## src/rtl/triangle_monitor_pkg.sv

```systemverilog
// Shared types and constants for the triangle-counter receive-side monitor.
package triangle_mon_pkg;

    typedef enum logic [1:0] {
        HUNT,
        ACQ,
        LOCKED
    } state_e;

    localparam logic [1:0] ERR_NONE = 2'd0;
    localparam logic [1:0] ERR_SEQ  = 2'd1;
    localparam logic [1:0] ERR_DIR  = 2'd2;
    localparam logic [1:0] ERR_WIN  = 2'd3;

endpackage

```

## src/rtl/triangle_monitor_if.sv

```systemverilog
// Observed generator signals in, monitor status out; master drives samples, slave is the monitor.
interface triangle_monitor_if #(
    parameter int unsigned WIDTH = 4,
    parameter int unsigned CW    = 16
);
    logic             en;
    logic [WIDTH-1:0] cnt_in;
    logic             flip_in;
    logic             tick_in;
    logic             locked;
    logic             err_pulse;
    logic [1:0]       err_code;
    logic             trough_pulse;
    logic [CW-1:0]    period_count;
    logic [CW-1:0]    err_count;

    modport master (
        output en, cnt_in, flip_in, tick_in,
        input  locked, err_pulse, err_code, trough_pulse, period_count, err_count
    );

    modport slave (
        input  en, cnt_in, flip_in, tick_in,
        output locked, err_pulse, err_code, trough_pulse, period_count, err_count
    );
endinterface

```

## src/rtl/tri_predict.sv

```systemverilog
// Next legal (count, flip) of an up/down triangle counter given the previous sample.
module tri_predict #(
    parameter int unsigned WIDTH = 4
) (
    input  logic [WIDTH-1:0] pc,
    input  logic             pf,
    output logic [WIDTH-1:0] exp_cnt,
    output logic             exp_flip
);
    localparam logic [WIDTH-1:0] MAXV = '1;

    always_comb begin
        exp_cnt  = pc + 1'b1;
        exp_flip = 1'b0;
        if (!pf && pc == MAXV) begin
            exp_cnt  = MAXV - 1'b1;
            exp_flip = 1'b1;
        end else if (pf && pc == '0) begin
            exp_cnt  = WIDTH'(1);
            exp_flip = 1'b0;
        end else if (pf) begin
            exp_cnt  = pc - 1'b1;
            exp_flip = 1'b1;
        end
    end
endmodule

```

## src/rtl/triangle_monitor.sv

```systemverilog
// Lock-acquiring checker for a triangle counter stream: sequence, direction and window violations.
module triangle_monitor
    import triangle_mon_pkg::*;
#(
    parameter int unsigned WIDTH    = 4,
    parameter int unsigned WIN_LO   = 6,
    parameter int unsigned WIN_HI   = 9,
    parameter int unsigned LOCK_CNT = 4,
    parameter int unsigned CW       = 16
) (
    input  logic clk,
    input  logic reset,
    triangle_monitor_if.slave mon
);
    localparam logic [CW-1:0] CMAX = '1;

    state_e           state_q, state_d;
    logic [WIDTH-1:0] pc_q, pc_d;
    logic             pf_q, pf_d;
    logic [3:0]       good_q, good_d;
    logic             locked_q, err_pulse_q, err_pulse_d, trough_q, trough_d;
    logic [1:0]       err_code_q, err_code_d;
    logic [CW-1:0]    period_q, period_d, errcnt_q, errcnt_d;

    logic [WIDTH-1:0] exp_cnt;
    logic             exp_flip;
    logic             tick_exp;
    logic [1:0]       code;
    logic [31:0]      cnt_ext;

    tri_predict #(.WIDTH(WIDTH)) u_predict (
        .pc       (pc_q),
        .pf       (pf_q),
        .exp_cnt  (exp_cnt),
        .exp_flip (exp_flip)
    );

    // An inverted window (WIN_LO > WIN_HI) naturally yields tick_exp = 0.
    assign cnt_ext  = 32'(mon.cnt_in);
    assign tick_exp = (cnt_ext >= WIN_LO) && (cnt_ext <= WIN_HI);

    always_comb begin
        code = ERR_NONE;
        if (mon.cnt_in != exp_cnt)         code = ERR_SEQ;
        else if (mon.flip_in != exp_flip)  code = ERR_DIR;
        else if (mon.tick_in != tick_exp)  code = ERR_WIN;
    end

    always_comb begin
        state_d     = state_q;
        pc_d        = pc_q;
        pf_d        = pf_q;
        good_d      = good_q;
        err_pulse_d = 1'b0;
        trough_d    = 1'b0;
        err_code_d  = err_code_q;
        period_d    = period_q;
        errcnt_d    = errcnt_q;
        if (!mon.en) begin
            state_d = HUNT;
            good_d  = '0;
        end else begin
            // Always re-sync on the observed sample, matched or not.
            pc_d = mon.cnt_in;
            pf_d = mon.flip_in;
            unique case (state_q)
                HUNT: begin
                    state_d = ACQ;
                    good_d  = '0;
                end
                ACQ: begin
                    if (code == ERR_NONE) begin
                        good_d = good_q + 4'd1;
                        if (32'(good_d) >= LOCK_CNT) state_d = LOCKED;
                    end else begin
                        good_d = '0;
                    end
                end
                LOCKED: begin
                    if (code != ERR_NONE) begin
                        err_pulse_d = 1'b1;
                        err_code_d  = code;
                        if (errcnt_q != CMAX) errcnt_d = errcnt_q + 1'b1;
                        good_d  = '0;
                        state_d = ACQ;
                    end else if (mon.cnt_in == '0 && mon.flip_in) begin
                        trough_d = 1'b1;
                        if (period_q != CMAX) period_d = period_q + 1'b1;
                    end
                end
                default: state_d = HUNT;
            endcase
        end
    end

    always_ff @(posedge clk or negedge reset) begin
        if (!reset) begin
            state_q     <= HUNT;
            pc_q        <= '0;
            pf_q        <= 1'b0;
            good_q      <= '0;
            locked_q    <= 1'b0;
            err_pulse_q <= 1'b0;
            trough_q    <= 1'b0;
            err_code_q  <= ERR_NONE;
            period_q    <= '0;
            errcnt_q    <= '0;
        end else begin
            state_q     <= state_d;
            pc_q        <= pc_d;
            pf_q        <= pf_d;
            good_q      <= good_d;
            locked_q    <= (state_d == LOCKED);
            err_pulse_q <= err_pulse_d;
            trough_q    <= trough_d;
            err_code_q  <= err_code_d;
            period_q    <= period_d;
            errcnt_q    <= errcnt_d;
        end
    end

    assign mon.locked       = locked_q;
    assign mon.err_pulse    = err_pulse_q;
    assign mon.err_code     = err_code_q;
    assign mon.trough_pulse = trough_q;
    assign mon.period_count = period_q;
    assign mon.err_count    = errcnt_q;
endmodule

```

## src/flat_wrapper.sv

```systemverilog
// flat-port wrapper written by rule: the top's interface ports become plain ports
module triangle_monitor_flat import triangle_mon_pkg::*;
#(
    parameter int unsigned WIDTH    = 4,
    parameter int unsigned WIN_LO   = 6,
    parameter int unsigned WIN_HI   = 9,
    parameter int unsigned LOCK_CNT = 4,
    parameter int unsigned CW       = 16
)
  (clk, reset, mon_en, mon_cnt_in, mon_flip_in, mon_tick_in, mon_locked, mon_err_pulse, mon_err_code, mon_trough_pulse, mon_period_count, mon_err_count);
  triangle_monitor_if #(.WIDTH(WIDTH), .CW(CW)) mon_i ();
  input  logic clk;
  input  logic reset;
  input wire logic [$bits(mon_i.en)-1:0] mon_en;
  input wire logic [$bits(mon_i.cnt_in)-1:0] mon_cnt_in;
  input wire logic [$bits(mon_i.flip_in)-1:0] mon_flip_in;
  input wire logic [$bits(mon_i.tick_in)-1:0] mon_tick_in;
  output wire logic [$bits(mon_i.locked)-1:0] mon_locked;
  output wire logic [$bits(mon_i.err_pulse)-1:0] mon_err_pulse;
  output wire logic [$bits(mon_i.err_code)-1:0] mon_err_code;
  output wire logic [$bits(mon_i.trough_pulse)-1:0] mon_trough_pulse;
  output wire logic [$bits(mon_i.period_count)-1:0] mon_period_count;
  output wire logic [$bits(mon_i.err_count)-1:0] mon_err_count;
  assign mon_i.en = mon_en;
  assign mon_i.cnt_in = mon_cnt_in;
  assign mon_i.flip_in = mon_flip_in;
  assign mon_i.tick_in = mon_tick_in;
  assign mon_locked = mon_i.locked;
  assign mon_err_pulse = mon_i.err_pulse;
  assign mon_err_code = mon_i.err_code;
  assign mon_trough_pulse = mon_i.trough_pulse;
  assign mon_period_count = mon_i.period_count;
  assign mon_err_count = mon_i.err_count;
  triangle_monitor #(.WIDTH(WIDTH), .WIN_LO(WIN_LO), .WIN_HI(WIN_HI), .LOCK_CNT(LOCK_CNT), .CW(CW)) u_core (.clk(clk), .reset(reset), .mon(mon_i));
endmodule
```

## config.mk

```make
export PLATFORM = sky130hd
export DESIGN_NAME = triangle_monitor_flat
export DESIGN_NICKNAME = d
export VERILOG_FILES = /design/src/rtl/triangle_monitor_pkg.sv /design/src/rtl/triangle_monitor_if.sv /design/src/rtl/tri_predict.sv /design/src/rtl/triangle_monitor.sv /design/src/flat_wrapper.sv
export SDC_FILE = /design/constraint.sdc
export NUM_CORES = 1
export LEC_CHECK = 0
export BUFFER_PORTS_ARGS = -buffer_cell sky130_fd_sc_hd__buf_2
export CAP_MARGIN = 0
export CELL_PAD_IN_SITES_DETAIL_PLACEMENT = 0
export CELL_PAD_IN_SITES_GLOBAL_PLACEMENT = 1
export CORE_AREA = 3 3 71 99
export DETAILED_ROUTE_END_ITERATION = 7
export DIE_AREA = 0 0 74 102
export HOLD_SLACK_MARGIN = 0.02
export PLACE_DENSITY_LB_ADDON = 0.1
export SETUP_SLACK_MARGIN = 0.2
export SYNTH_ARGS = -nofsm -noshare
export SYNTH_HDL_FRONTEND = slang
export SYNTH_SLANG_ARGS = --single-unit
export TNS_END_PERCENT = 30
```

## constraint.sdc

```tcl
create_clock -name clk -period 3.7 [get_ports clk]
set_input_delay 0.555 -clock clk [delete_from_list [all_inputs] [get_ports clk]]
set_output_delay 0.555 -clock clk [all_outputs]
set_load 0.05 [all_outputs]
```

==> impl_metrics.toml, run 1 <==
[run_status]
status = "finished, final reports clean"

[timing]
hold_viol = 0
worst_pin_slew_ps = 478
rsz0062_at_grt = "no"
period_minus_slack_ps = 3090
slew_headroom = 0.682
setup_tns_ps = 0
finalSetupViolCount = 0
slew_violations = 0
fin_skew_ps = 5.86
fmax_ghz = 0.324
period_share = 0.834

[clock_network]
cts_hold_buf = 0
clock_sinks = 48
cts_buffer_depth = 2
cts_tree = "yes"
cts_root_buf = "clkbuf_8"
post-cts-setup-buffer-count = 0
clk_pin_slew_ps = 90
cts_resized = 0
clk_latency_ps = 300
numCtsBuffers = 5
cts_max_level = 2

[synth]
synth_cells = 251
ys_seq_area_frac = 0.455
syn_area_um2 = 2640
syn_area_per_cell_um2 = 10.5
syn_nets = 266
yosys_warnings = 0
synth_edf_count = 0
async_reset_ff_frac = 1.00
yosys.cell_types.count = 55
synth-seq-cells = 48
ys.flop_type = "dfrtp_1"

[worst_setup_path]
cp_max_fo = 12
r2r_setup_slack_ps = 610
startpoint_type = "flip-flop"
critPathCapture = "u_core.mon.period_count[12]"
arrival_ps = 3280
critPathKind = "reg -> reg"
r2r_start = "u_core.pf_q"
end_kind = "flip-flop"
crit_required_ps = 3890
startpoint = "u_core.pf_q"
r2r_cells = 8
worst_r2r_endpoint = "u_core.mon.period_count[12]"

[die]
start_util = 0.422
dieWidth_um = 74
die_area_um2 = 7550
core_area_um2 = 6250
num_rows = 34
fp.dieH_um = 102
pin_count = 46

[placement]
dpl_cell_area_um2 = 2920
dpl.hpwl_mm = 4.19
dp_cells = 361
port_buffers = 45
place_congestion = 0.795

[global_routing]
grt_pass1_vias = 2005
grt_max_degree = 28
track_usage = 0.164
antenna_found_initial = 0
grt_pass1_wl_mm = 9.73
grt_remaining_overflow = 0

[routing]
drtIter0Drc = 76
drc = 0
avgViaCountPerCell = 5.56
drt_first_pass_iters = 4
wl_mm = 5.60
vias = 2052
post_drt_wl_per_cell_um = 15.2
ant_nets = 0

[job]
max-cap-violations = 0

[power_and_ir_drop]
p_leak_nw = 1.48
p_per_area_nw_per_um2 = 329
ir_drop_mv = 0.203

[layout]
stdcell_count = 369
final_cell_mix = "48 x dfrtp_1, 45 x buf_2, 23 x nand3_1"
layout.cells.most_common = "dfrtp_1"
n_antenna_cell = 0
layout.nets = 311
areaGrowthSynthToFinish_pct = 13.9
nFillCells = 627
drive_above_1_share = 0.259
fin_area_um2 = 3010

[worst_hold_path]
hold_path.class = "in -> async"
[where the power goes]
part	internal, W	switching [W]
Combinational	0.0000513	0.0000808
Sequential	0.000530	0.0000127
Clock	0.000132	0.000182
[logic make-up after synthesis]
kind of cell    after synthesis  share of synthesized area
buf+inv                      15                     0.0266
fa+ha+maj                     6                     0.0313
flops                        48                      0.455
mux                           8                     0.0341
compound gates               34                     0.0934
xor+xnor                     34                      0.113
simple gates                106                      0.247
[worst max-delay path, cell delays in order, from the launching register on]
cell and delay (ps):
dfrtp_1 490, fa_1 470, xnor2_1 300, nand4_1 130, or3b_2 510, nand3_4 160, nand3_2 240, nor4_2 340
mux2_1 340
[how the worst min path moves through the flow]
stage                                           from                          to  cells past startpoint
after floorplan                                reset            u_core.good_q[0]                      0
after CTS                                      reset     u_core.mon.err_count[6]                      1
after global placement    u_core.mon.period_count[9]  u_core.mon.period_count[9]                      1
final                                          reset     u_core.mon.err_count[4]                      1
after detailed placement  u_core.mon.period_count[9]  u_core.mon.period_count[9]                      1
after global routing                           reset        u_core.mon.err_pulse                      1
[area by class of cell]
| cell class | instances | area [um2] | share of cell area |
|---|---|---|---|
| tap | 72 | 90.1 | 0.0300 |
| clock buffer | 5 | 68.8 | 0.0229 |
| sequential | 48 | 1200 | 0.400 |
| multi-input combinational | 188 | 1370 | 0.455 |
| inverter | 7 | 26.3 | 0.00874 |
| timing repair buffer | 46 | 233 | 0.0774 |
| clock inverter | 3 | 18.8 | 0.00624 |
[layer usage]
metal / global-route usage / share of wire
met1: 0.193 / 0.41
met2: 0.290 / 0.52
met3: 0.0374 / 0.056
met4: 0.0516 / 0.015
met5: 0 / 0
[synthesized netlist by cell type (all sizes together) (2+ instances only)]
library cell | count | area (um2)
dfrtp | 48 | 1200
nand3 | 25 | 143
xnor2 | 19 | 166
nand2 | 15 | 56.3
xor2 | 15 | 131
nor2 | 14 | 55.1
a21oi | 11 | 55.1
nand4 | 11 | 90.1
and3 | 9 | 56.3
mux2 | 8 | 90.1
nor3 | 8 | 66.3
inv | 7 | 26.3
and4 | 5 | 46.3
buf | 5 | 32.5
ha | 5 | 62.6
nor4 | 5 | 43.8
a31oi | 4 | 40.0
and2 | 4 | 25.0
nor2b | 4 | 25.0
clkbuf | 3 | 11.3
o21ai | 3 | 15.0
a41o | 2 | 20.0
o21a | 2 | 15.0
or2 | 2 | 12.5
[sequential cells by signal, summed over array words and instances, names as in the netlist]
register                 cells
u_core.mon.err_count        16
u_core.mon.err_code          2
u_core.pc_q                  4
u_core.state_q               2
u_core.good_q                4
u_core.pf_q                  1
u_core.mon.err_pulse         1
u_core.mon.locked            1
u_core.mon.period_count     16
u_core.mon.trough_pulse      1
[metrics by stage]
stage | utilization | worst slack [ps] | hold slack [ps] | total power, W
final | 0.481 | 613 | 198 | 0.000990
after global routing | 0.481 | 367 | 241 | 0.00104
after CTS | 0.481 | 600 | 215 | 0.00101
after detailed placement | 0.467 | 604 | 478 | 0.000688
after global placement | 0.467 | 657 | 471 | 0.000687
after floorplan | - | 980 | 259 | 0.000649
Power figures use the tool's default switching activity.
==> run 2, diff against run 1 <==
- CORE_AREA: 3 3 71 99 -> 3 3 74 104
- DIE_AREA: 0 0 74 102 -> 0 0 77 107
- clock period: 3.7 -> 2.7 ns (I/O delays scaled with it)
==> run 2 against run 1 <==
Net effect: via count rose by 3.2%; fmax rose by 22%; cell count rose by 12%; critical path depth stayed put; total power rose by 50%; flip-flop and latch count unchanged; register-to-register slack lost 450 ps; largest cell class unchanged; largest power group unchanged; highest routed layer unchanged.
==> impl_metrics.toml, run 2 (synthesized netlist as in run 1, its figures left out) <==
[die]
pin_count = 46
num_rows = 36
start_util = 0.383
fp.dieH_um = 107
core_area_um2 = 6890
dieWidth_um = 77
die_area_um2 = 8240

[routing]
ant_nets = 0
drtIter0Drc = 101
vias = 2118
wl_mm = 6.07
drc = 0
avgViaCountPerCell = 5.10
post_drt_wl_per_cell_um = 14.6
drt_first_pass_iters = 4

[timing]
finalSetupViolCount = 0
rsz0062_at_grt = "yes"
fmax_ghz = 0.394
period_minus_slack_ps = 2540
fin_skew_ps = 8.24
fin_ws_ps = 161
setup_tns_ps = 0
period_share = 0.941
slew_headroom = 0.691
slew_violations = 0
hold_viol = 0
fin_hold_ws_ps = 38.2
worst_pin_slew_ps = 462

[worst_setup_path]
crit_cells = 8
crit_family = "compound AO/OA/AOI/OAI gates"
crit_chain = "fa_2, inv_1, a22o_1, a32oi_2, nand3_4, a31oi_4, buf_4, mux2_2"
startpoint_type = "flip-flop"
r2r_setup_slack_ps = 160
critPathCapture = "u_core.mon.err_count[1]"
startpoint = "u_core.pf_q"
critPathKind = "reg -> reg"
r2r_cells = 8
path_buf_inv = 2
slowest_stage = "fa_2"
worst_r2r_endpoint = "u_core.mon.err_count[1]"
arrival_ps = 2730
max_stage_delay_ps = 590
crit_required_ps = 2890
r2r_start = "u_core.pf_q"
end_kind = "flip-flop"
cp_max_fo = 5

[layout]
layout.nets = 334
n_antenna_cell = 0
areaGrowthSynthToFinish_pct = 30.3
nFillCells = 661
seq_area_um2 = 1210
layout.cells.most_common = "buf_2"
stdcell_count = 415
multi_input_area_um2 = 1550
final_cell_mix = "45 x buf_2, 43 x dfrtp_1, 21 x nand3_1"
drive_above_1_share = 0.384

[placement]
dp_slack_ps = 34.7
dpl.hpwl_mm = 4.23
dp_cells = 394
port_buffers = 45
place_congestion = 0.751

[global_routing]
grt_pass1_wl_mm = 10.1
antenna_found_initial = 0
grt_max_degree = 31
grt_pass1_vias = 2095
grt_remaining_overflow = 0
track_usage = 0.151

[clock_network]
cts_hold_buf = 0
clk_latency_ps = 300
clk_pin_slew_ps = 90
cts_max_level = 2
cts_root_buf = "clkbuf_8"
cts_tree = "yes"
numCtsBuffers = 5
cts_buffer_depth = 2
clock_sinks = 48

[power_and_ir_drop]
p_leak_nw = 1.63
p_per_area_nw_per_um2 = 432
ir_drop_mv = 0.290

[job]
max-cap-violations = 0

[worst_hold_path]
hold_path.class = "in -> async"

[run_status]
status = "finished, final reports clean"
-- run 2: power by group --
group          switching [W]  internal [W]
Clock               0.000244      0.000185
Combinational       0.000165      0.000152
Sequential         0.0000128      0.000727
-- run 2: final cells by class --
| type | instances | share of cell area |
|---|---|---|
| clock buffer | 6 | 0.0211 |
| multi-input combinational | 188 | 0.452 |
| clock inverter | 2 | 0.00473 |
| timing repair buffer | 69 | 0.129 |
| tap | 95 | 0.0346 |
| sequential | 48 | 0.351 |
| inverter | 7 | 0.00764 |
-- run 2: repair_timing --
item | in CTS | in global routing
setup buffers | 4 | 9
endpoints found under the setup margin | 30 | 36
pin swaps | 2 | 11
resized for setup | 5 | 26
-- run 2: worst reg2reg max path, delay by kind of cell (launching register included) --
family                     cells  cell delay, ps
adders and majority gates      1             590
buffers and inverters          2             200
and+or+nand+nor                1             170
DFF                            1             460
AOI/OAI and AO/OA              3             710
muxes                          1             310
-- run 2: layer usage --
metal	global-route usage	vias to the layer above	share of wire
li1	-	1043	-
met3	0.0261	7	0.033
met1	0.200	1027	0.46
met2	0.256	41	0.49
met5	0	-	0
met4	0.0420	0	0.014
-- run 2: metrics by stage --
step	instance area, um2	total power [W]	util
2_1_floorplan	2660	0.000896	-
3_3_place_gp	3050	0.000966	0.443
3_5_place_dp	3050	0.000966	0.443
4_1_cts	3220	0.00143	0.467
5_1_grt	3440	0.00157	0.499
6_report	3440	0.00149	0.499
-- run 2: worst min-delay path by stage --
stage,startpoint,end,cells past startpoint
4_1_cts,reset,u_core.mon.err_count[4],1
3_5_place_dp,reset,u_core.mon.err_count[4],1
5_1_grt,reset,u_core.mon.err_count[4],1
6_report,reset,u_core.mon.err_count[4],1
2_1_floorplan,reset,u_core.good_q[0],0
3_3_place_gp,reset,u_core.mon.err_count[4],1
